**config.mk**
```make
export PLATFORM = sky130hd
export DESIGN_NAME = hazard_stall_controller_flat
export DESIGN_NICKNAME = d
export VERILOG_FILES = /design/src/rtl/hazard_stall_controller_if.sv /design/src/rtl/hazard_stall_controller.sv /design/src/flat_wrapper.sv
export SDC_FILE = /design/constraint.sdc
export NUM_CORES = 1
export LEC_CHECK = 0
export BUFFER_PORTS_ARGS = -buffer_cell sky130_fd_sc_hd__buf_2
export CORE_MARGIN = 5
export CORE_UTILIZATION = 23
export DETAILED_ROUTE_END_ITERATION = 12
export GPL_TIMING_DRIVEN = 0
export PLACE_DENSITY = 0.52
export RECOVER_POWER = 100
export REMOVE_ABC_BUFFERS = 1
export SYNTH_ARGS = -nofsm -noshare
export SYNTH_HDL_FRONTEND = slang
export SYNTH_SLANG_ARGS = --single-unit
```
**constraint.sdc**
```tcl
create_clock -name clk -period 2.7 [get_ports clk]
set_input_delay 0.135 -clock clk [delete_from_list [all_inputs] [get_ports clk]]
set_output_delay 0.135 -clock clk [all_outputs]
set_load 0.01 [all_outputs]
```
**src/rtl/hazard_stall_controller_if.sv**
```systemverilog
// ============================================================================
// Module : hazard_stall_controller_if
// Brief  : ID/EX hazard-control signal bundle between pipeline and controller
// Rev    : 1.0 - initial release
// ============================================================================
`default_nettype none

interface hazard_stall_controller_if #(
  parameter int RNW        = 4,
  parameter int STAT_WIDTH = 16
);
  logic [RNW-1:0]        RN1_ID;
  logic [RNW-1:0]        RN2_ID;
  logic                  Use1_ID;
  logic                  Use2_ID;
  logic [RNW-1:0]        RN1_EX;
  logic                  WriteReg_EX;
  logic                  MemRead_EX;
  logic                  MulDiv_EX;
  logic                  Branch_Taken_EX;
  logic                  Clear_Stats;
  logic                  PC_Write;
  logic                  IF_ID_Write;
  logic                  ID_EX_Write;
  logic                  IF_ID_Flush;
  logic                  ID_EX_Bubble;
  logic                  EX_MEM_Bubble;
  logic                  Busy;
  logic [STAT_WIDTH-1:0] Stall_Count;

  modport master (
    output RN1_ID, RN2_ID, Use1_ID, Use2_ID, RN1_EX, WriteReg_EX,
           MemRead_EX, MulDiv_EX, Branch_Taken_EX, Clear_Stats,
    input  PC_Write, IF_ID_Write, ID_EX_Write, IF_ID_Flush, ID_EX_Bubble,
           EX_MEM_Bubble, Busy, Stall_Count
  );

  modport slave (
    input  RN1_ID, RN2_ID, Use1_ID, Use2_ID, RN1_EX, WriteReg_EX,
           MemRead_EX, MulDiv_EX, Branch_Taken_EX, Clear_Stats,
    output PC_Write, IF_ID_Write, ID_EX_Write, IF_ID_Flush, ID_EX_Bubble,
           EX_MEM_Bubble, Busy, Stall_Count
  );
endinterface

`default_nettype wire

```
**src/rtl/hazard_stall_controller.sv**
```systemverilog
// ============================================================================
// Module : hazard_stall_controller
// Brief  : Load-use / mul-div stall and branch-flush sequencer for ID/EX
// Rev    : 1.0 - initial release
// ============================================================================
`default_nettype none

module hazard_stall_controller #(
  parameter int REGISTER_NUMBER_BIT_WIDTH = 4,
  parameter int MULDIV_CYCLES             = 4,
  parameter int CNT_WIDTH                 = 3,
  parameter int STAT_WIDTH                = 16
) (
  input  logic                    clk,
  input  logic                    reset_n,
  hazard_stall_controller_if.slave hz
);

  typedef enum logic [0:0] {
    ST_RUN     = 1'b0,
    ST_MD_WAIT = 1'b1
  } state_t;

  localparam logic [CNT_WIDTH-1:0] c_CNT_LOAD = CNT_WIDTH'(MULDIV_CYCLES - 2);

  state_t                r_state;
  state_t                w_state_nxt;
  logic [CNT_WIDTH-1:0]  r_cnt;
  logic [CNT_WIDTH-1:0]  w_cnt_nxt;
  logic [STAT_WIDTH-1:0] r_stall_count;

  logic w_load_use;
  logic w_pc_write;
  logic w_if_id_write;
  logic w_id_ex_write;
  logic w_if_id_flush;
  logic w_id_ex_bubble;
  logic w_ex_mem_bubble;
  logic w_busy;

  // Forwarding covers every RAW case except a load whose data is not yet back.
  assign w_load_use = hz.MemRead_EX & hz.WriteReg_EX &
                      ((hz.Use1_ID & (hz.RN1_ID == hz.RN1_EX)) |
                       (hz.Use2_ID & (hz.RN2_ID == hz.RN1_EX)));

  always_ff @(posedge clk or negedge reset_n) begin
    if (!reset_n) begin
      r_state <= ST_RUN;
      r_cnt   <= '0;
    end else begin
      r_state <= w_state_nxt;
      r_cnt   <= w_cnt_nxt;
    end
  end

  always_comb begin
    w_state_nxt     = r_state;
    w_cnt_nxt       = r_cnt;
    w_pc_write      = 1'b1;
    w_if_id_write   = 1'b1;
    w_id_ex_write   = 1'b1;
    w_if_id_flush   = 1'b0;
    w_id_ex_bubble  = 1'b0;
    w_ex_mem_bubble = 1'b0;
    w_busy          = 1'b0;

    if (!reset_n) begin
      w_state_nxt    = ST_RUN;
      w_cnt_nxt      = '0;
      w_pc_write     = 1'b0;
      w_if_id_write  = 1'b0;
      w_id_ex_write  = 1'b0;
      w_if_id_flush  = 1'b1;
      w_id_ex_bubble = 1'b1;
    end else begin
      case (r_state)
        ST_RUN: begin
          if (hz.Branch_Taken_EX) begin
            w_if_id_flush  = 1'b1;
            w_id_ex_bubble = 1'b1;
          end else if (hz.MulDiv_EX) begin
            w_pc_write      = 1'b0;
            w_if_id_write   = 1'b0;
            w_id_ex_write   = 1'b0;
            w_ex_mem_bubble = 1'b1;
            w_cnt_nxt       = c_CNT_LOAD;
            w_state_nxt     = ST_MD_WAIT;
          end else if (w_load_use) begin
            w_pc_write     = 1'b0;
            w_if_id_write  = 1'b0;
            w_id_ex_bubble = 1'b1;
          end
        end
        ST_MD_WAIT: begin
          w_busy = 1'b1;
          // cnt==0 marks the op's last EX cycle: let the pipeline advance.
          if (r_cnt != '0) begin
            w_pc_write      = 1'b0;
            w_if_id_write   = 1'b0;
            w_id_ex_write   = 1'b0;
            w_ex_mem_bubble = 1'b1;
            w_cnt_nxt       = r_cnt - 1'b1;
          end else begin
            w_state_nxt = ST_RUN;
          end
        end
        default: begin
          w_state_nxt = ST_RUN;
          w_cnt_nxt   = '0;
        end
      endcase
    end
  end

  always_ff @(posedge clk or negedge reset_n) begin
    if (!reset_n) begin
      r_stall_count <= '0;
    end else if (hz.Clear_Stats) begin
      r_stall_count <= '0;
    end else if (!w_pc_write && (r_stall_count != {STAT_WIDTH{1'b1}})) begin
      r_stall_count <= r_stall_count + 1'b1;
    end
  end

  assign hz.PC_Write      = w_pc_write;
  assign hz.IF_ID_Write   = w_if_id_write;
  assign hz.ID_EX_Write   = w_id_ex_write;
  assign hz.IF_ID_Flush   = w_if_id_flush;
  assign hz.ID_EX_Bubble  = w_id_ex_bubble;
  assign hz.EX_MEM_Bubble = w_ex_mem_bubble;
  assign hz.Busy          = w_busy;
  assign hz.Stall_Count   = r_stall_count;

endmodule

`default_nettype wire

```
**src/flat_wrapper.sv**
```systemverilog
// flat-port wrapper written by rule: the top's interface ports become plain ports
module hazard_stall_controller_flat 
#(
  parameter int REGISTER_NUMBER_BIT_WIDTH = 4,
  parameter int MULDIV_CYCLES             = 4,
  parameter int CNT_WIDTH                 = 3,
  parameter int STAT_WIDTH                = 16
)
  (clk, reset_n, hz_RN1_ID, hz_RN2_ID, hz_Use1_ID, hz_Use2_ID, hz_RN1_EX, hz_WriteReg_EX, hz_MemRead_EX, hz_MulDiv_EX, hz_Branch_Taken_EX, hz_Clear_Stats, hz_PC_Write, hz_IF_ID_Write, hz_ID_EX_Write, hz_IF_ID_Flush, hz_ID_EX_Bubble, hz_EX_MEM_Bubble, hz_Busy, hz_Stall_Count);
  hazard_stall_controller_if #(.RNW((4)), .STAT_WIDTH(STAT_WIDTH)) hz_i ();
  input  logic clk;
  input  logic reset_n;
  input wire logic [$bits(hz_i.RN1_ID)-1:0] hz_RN1_ID;
  input wire logic [$bits(hz_i.RN2_ID)-1:0] hz_RN2_ID;
  input wire logic [$bits(hz_i.Use1_ID)-1:0] hz_Use1_ID;
  input wire logic [$bits(hz_i.Use2_ID)-1:0] hz_Use2_ID;
  input wire logic [$bits(hz_i.RN1_EX)-1:0] hz_RN1_EX;
  input wire logic [$bits(hz_i.WriteReg_EX)-1:0] hz_WriteReg_EX;
  input wire logic [$bits(hz_i.MemRead_EX)-1:0] hz_MemRead_EX;
  input wire logic [$bits(hz_i.MulDiv_EX)-1:0] hz_MulDiv_EX;
  input wire logic [$bits(hz_i.Branch_Taken_EX)-1:0] hz_Branch_Taken_EX;
  input wire logic [$bits(hz_i.Clear_Stats)-1:0] hz_Clear_Stats;
  output wire logic [$bits(hz_i.PC_Write)-1:0] hz_PC_Write;
  output wire logic [$bits(hz_i.IF_ID_Write)-1:0] hz_IF_ID_Write;
  output wire logic [$bits(hz_i.ID_EX_Write)-1:0] hz_ID_EX_Write;
  output wire logic [$bits(hz_i.IF_ID_Flush)-1:0] hz_IF_ID_Flush;
  output wire logic [$bits(hz_i.ID_EX_Bubble)-1:0] hz_ID_EX_Bubble;
  output wire logic [$bits(hz_i.EX_MEM_Bubble)-1:0] hz_EX_MEM_Bubble;
  output wire logic [$bits(hz_i.Busy)-1:0] hz_Busy;
  output wire logic [$bits(hz_i.Stall_Count)-1:0] hz_Stall_Count;
  assign hz_i.RN1_ID = hz_RN1_ID;
  assign hz_i.RN2_ID = hz_RN2_ID;
  assign hz_i.Use1_ID = hz_Use1_ID;
  assign hz_i.Use2_ID = hz_Use2_ID;
  assign hz_i.RN1_EX = hz_RN1_EX;
  assign hz_i.WriteReg_EX = hz_WriteReg_EX;
  assign hz_i.MemRead_EX = hz_MemRead_EX;
  assign hz_i.MulDiv_EX = hz_MulDiv_EX;
  assign hz_i.Branch_Taken_EX = hz_Branch_Taken_EX;
  assign hz_i.Clear_Stats = hz_Clear_Stats;
  assign hz_PC_Write = hz_i.PC_Write;
  assign hz_IF_ID_Write = hz_i.IF_ID_Write;
  assign hz_ID_EX_Write = hz_i.ID_EX_Write;
  assign hz_IF_ID_Flush = hz_i.IF_ID_Flush;
  assign hz_ID_EX_Bubble = hz_i.ID_EX_Bubble;
  assign hz_EX_MEM_Bubble = hz_i.EX_MEM_Bubble;
  assign hz_Busy = hz_i.Busy;
  assign hz_Stall_Count = hz_i.Stall_Count;
  hazard_stall_controller #(.REGISTER_NUMBER_BIT_WIDTH(REGISTER_NUMBER_BIT_WIDTH), .MULDIV_CYCLES(MULDIV_CYCLES), .CNT_WIDTH(CNT_WIDTH), .STAT_WIDTH(STAT_WIDTH)) u_core (.clk(clk), .reset_n(reset_n), .hz(hz_i));
endmodule
```
==> impl_metrics.yaml <==
global_routing:
  grt_overflow_total: 0
  grt_max_degree: 33
  grt_pass1_vias: 1241
  antenna_found_initial: 0
  grt_pass1_wl_um: 5950
  track_usage_pct: 8.42
cts:
  cts-root-buf: "clkbuf_8"
  cts_buffers: 3
  cts.clk_slew.worst_paths_ps: 80
  clock_latency_ps: 260
  cts_tree: "built"
  cts_htree_levels: 1
  clockBufferDepth: 2
  clock_sinks: 20
layout:
  num-fill-cells: 690
  area_growth_pct: 17.4
  num-nets-final: 226
  drive_above_1_share_pct: 23.4
  n_antenna_cell: 0
  stdcell_count: 278
power:
  ir_worst_vdd_v: 0.000217
  leakage_nw: 0.737
  p_per_area_nw_per_um2: 366
synthesis:
  synth_edf_count: 0
  synthSimpleGateAreaFrac_pct: 29.3
  synthTopCellsByCount: "20 x dfrtp_1, 20 x nor2_1, 18 x nor2b_1"
  synthDistinctLibCells: 41
  synth_top_cell_area_share_pct: 33.0
  seq_area_frac_synth_pct: 33.0
  synth_xor_area_share_pct: 4.62
  syn_inst: 161
  synth_top_family_by_area: "simple AND/OR/NAND/NOR gates"
  syn_area_um2: 1520
  yosys_warnings: 0
  synth_area_leaders: "dfrtp_1 33%, mux2_2 9.7%, nor2b_1 7.4%"
  avgSynthCellArea_um2: 9.41
  ys_seq_elements: 20
  synth-main-ff-cell: "dfrtp_1"
  synth_compound_area_share_pct: 14.7
  post-synth-top-area-cell: "dfrtp_1"
  async_flop_share_pct: 100
  synth_fa_ha_area_share_pct: 2.48
  synth.area.mux_share_pct: 11.8
placement:
  port_buffers: 43
  place_congestion: 0.719
  placed_cells: 273
  place_hpwl_um: 2610
critical_path:
  startpoint: "u_core.r_cnt[0]"
  critical_path_arrival_ps: 2670
  critPathKind: "reg -> reg"
  required_ps: 2850
  crit_end: "u_core.hz.Stall_Count[9]"
  rr_worst_depth: 7
  end_kind: "flop"
  r2r_start: "u_core.r_cnt[0]"
  path_max_fanout: 16
  r2r-end: "u_core.hz.Stall_Count[9]"
  worst-r2r-setup-slack_ps: 180
  crit_path_start_kind: "flop"
job:
  max_cap_viol_count: 0
timing:
  finalHoldViolations: 0
  worst_pin_slew_ps: 767
  grt_setup_unrepaired: "no"
  finalCritPeriodShare_pct: 93.4
  tns_ps: 0
  clock_skew_ps: 5.04
  finalSetupViolations: 0
  maxSlewHeadroom_pct: 48.8
  drv_slew: 0
  hold_slack_ps: 371
  period_minus_slack_ps: 2520
  max_freq_mhz: 396
floorplan:
  num_rows: 29
  die-area_um2: 8310
  fp.coreArea_um2: 6390
  die_x_um: 91.2
  start_util_pct: 23.7
  die_height_um: 91.2
  io-pin-count: 44
routing:
  drc: 0
  firstDrtPassIters: 4
  finalWirelength_um: 3430
  wire_per_inst_um: 12.3
  viasPerCell: 4.52
  ant_nets: 0
  vias: 1256
  drt-initial-drc-count: 35
min_path:
  hp-class: "in -> async"
outcome:
  run_status: "finished, final reports clean"
-- area by class of cell --
cell class / count / area, um2 / share of cell area, %
Clock buffer: 4 / 55.1 / 3.09
Inverter: 3 / 11.3 / 0.633
Multi-Input combinational cell: 130 / 920 / 51.7
Sequential cell: 20 / 500 / 28.1
Tap cell: 77 / 96.3 / 5.41
Timing Repair Buffer: 44 / 196 / 11.0
-- metrics by stage --
step           power, mW  instance area [um2]  util [%]  setup WS, ps
3_3_place_gp       0.431                 1780      27.8           360
3_5_place_dp       0.432                 1780      27.8           355
2_1_floorplan      0.380                 1470         -           557
4_1_cts            0.673                 1840      28.8           182
5_1_grt            0.695                 1780      27.9          60.9
6_report           0.652                 1780      27.9           177
-- flip-flops by register name, indices dropped and copies added, names as in the netlist --
name / count
u_core.r_state: 1
u_core.r_cnt: 3
u_core.hz.Stall_Count: 16
-- report_power, final --
group	leakage (nW)	switching [mW]	internal, mW	total [mW]
Clock	0.0288	0.102	0.130	0.232
Sequential	0.276	0.00816	0.307	0.315
Combinational	0.432	0.0618	0.0432	0.105
-- metal layers --
layer  routed length, um  global-route usage, %  vias to the layer above
li1                    -                      -                      646
met1                1680                   11.2                      578
met2                1550                   13.5                       28
met3                 171                   2.31                        4
met4                  31                   2.20                        0
met5                   0                      0                        -
-- worst min path at each step --
stage / to / slack, ps / cells after the start
floorplan: u_core.hz.Stall_Count[0] / -160 / 0
global placement: u_core.hz.Stall_Count[0] / 150 / 1
detailed placement: u_core.hz.Stall_Count[0] / 150 / 1
CTS: u_core.hz.Stall_Count[7] / 400 / 2
global route: u_core.hz.Stall_Count[0] / 460 / 2
finish: u_core.hz.Stall_Count[7] / 370 / 2
-- layout by cell type (no fill, tap or decap), drive strengths merged --
cell type,n
clkbuf,27
nor2,21
buf,20
dfrtp,20
nor2b,18
mux2,15
nand3,9
xor2,8
a211oi,8
a21oi,7
nand2,7
o21ai,5
inv,3
nand2b,3
and2,3
nor3,3
ha,3
nand4,3
a2111oi,3
nor4,2
a22oi,2
nor3b,1
and3b,1
or2,1
or3,1
and3,1
o31ai,1
o21bai,1
nand3b,1
mux2i,1
a21boi,1
dlygate4sd3,1
-- critical path: stages, from the launching register on --
cell and delay [ps]:
dfrtp_1 350, inv_1 70, ha_1 210, and3b_4 190, nor4_1 330, a22oi_2 310
a2111oi_0 580, mux2_1 370
-- kinds of logic after synthesis --
kind of cell,after synthesis
and+or+nand+nor,75
xor gates and xnor gates,8
muxes,16
adders and majority gates,3
DFF,20
AOI/OAI and AO/OA,28
buffers and inverters,11
-- timing repair --
item	4_1_cts	5_1_grt
gates resized for setup	0	1
setup endpoints to repair	0	2
buffers inserted	0	0
endpoints found under the hold margin	20	0
hold buffers	1	0
Note: power is estimated with default switching activity, not from simulation.
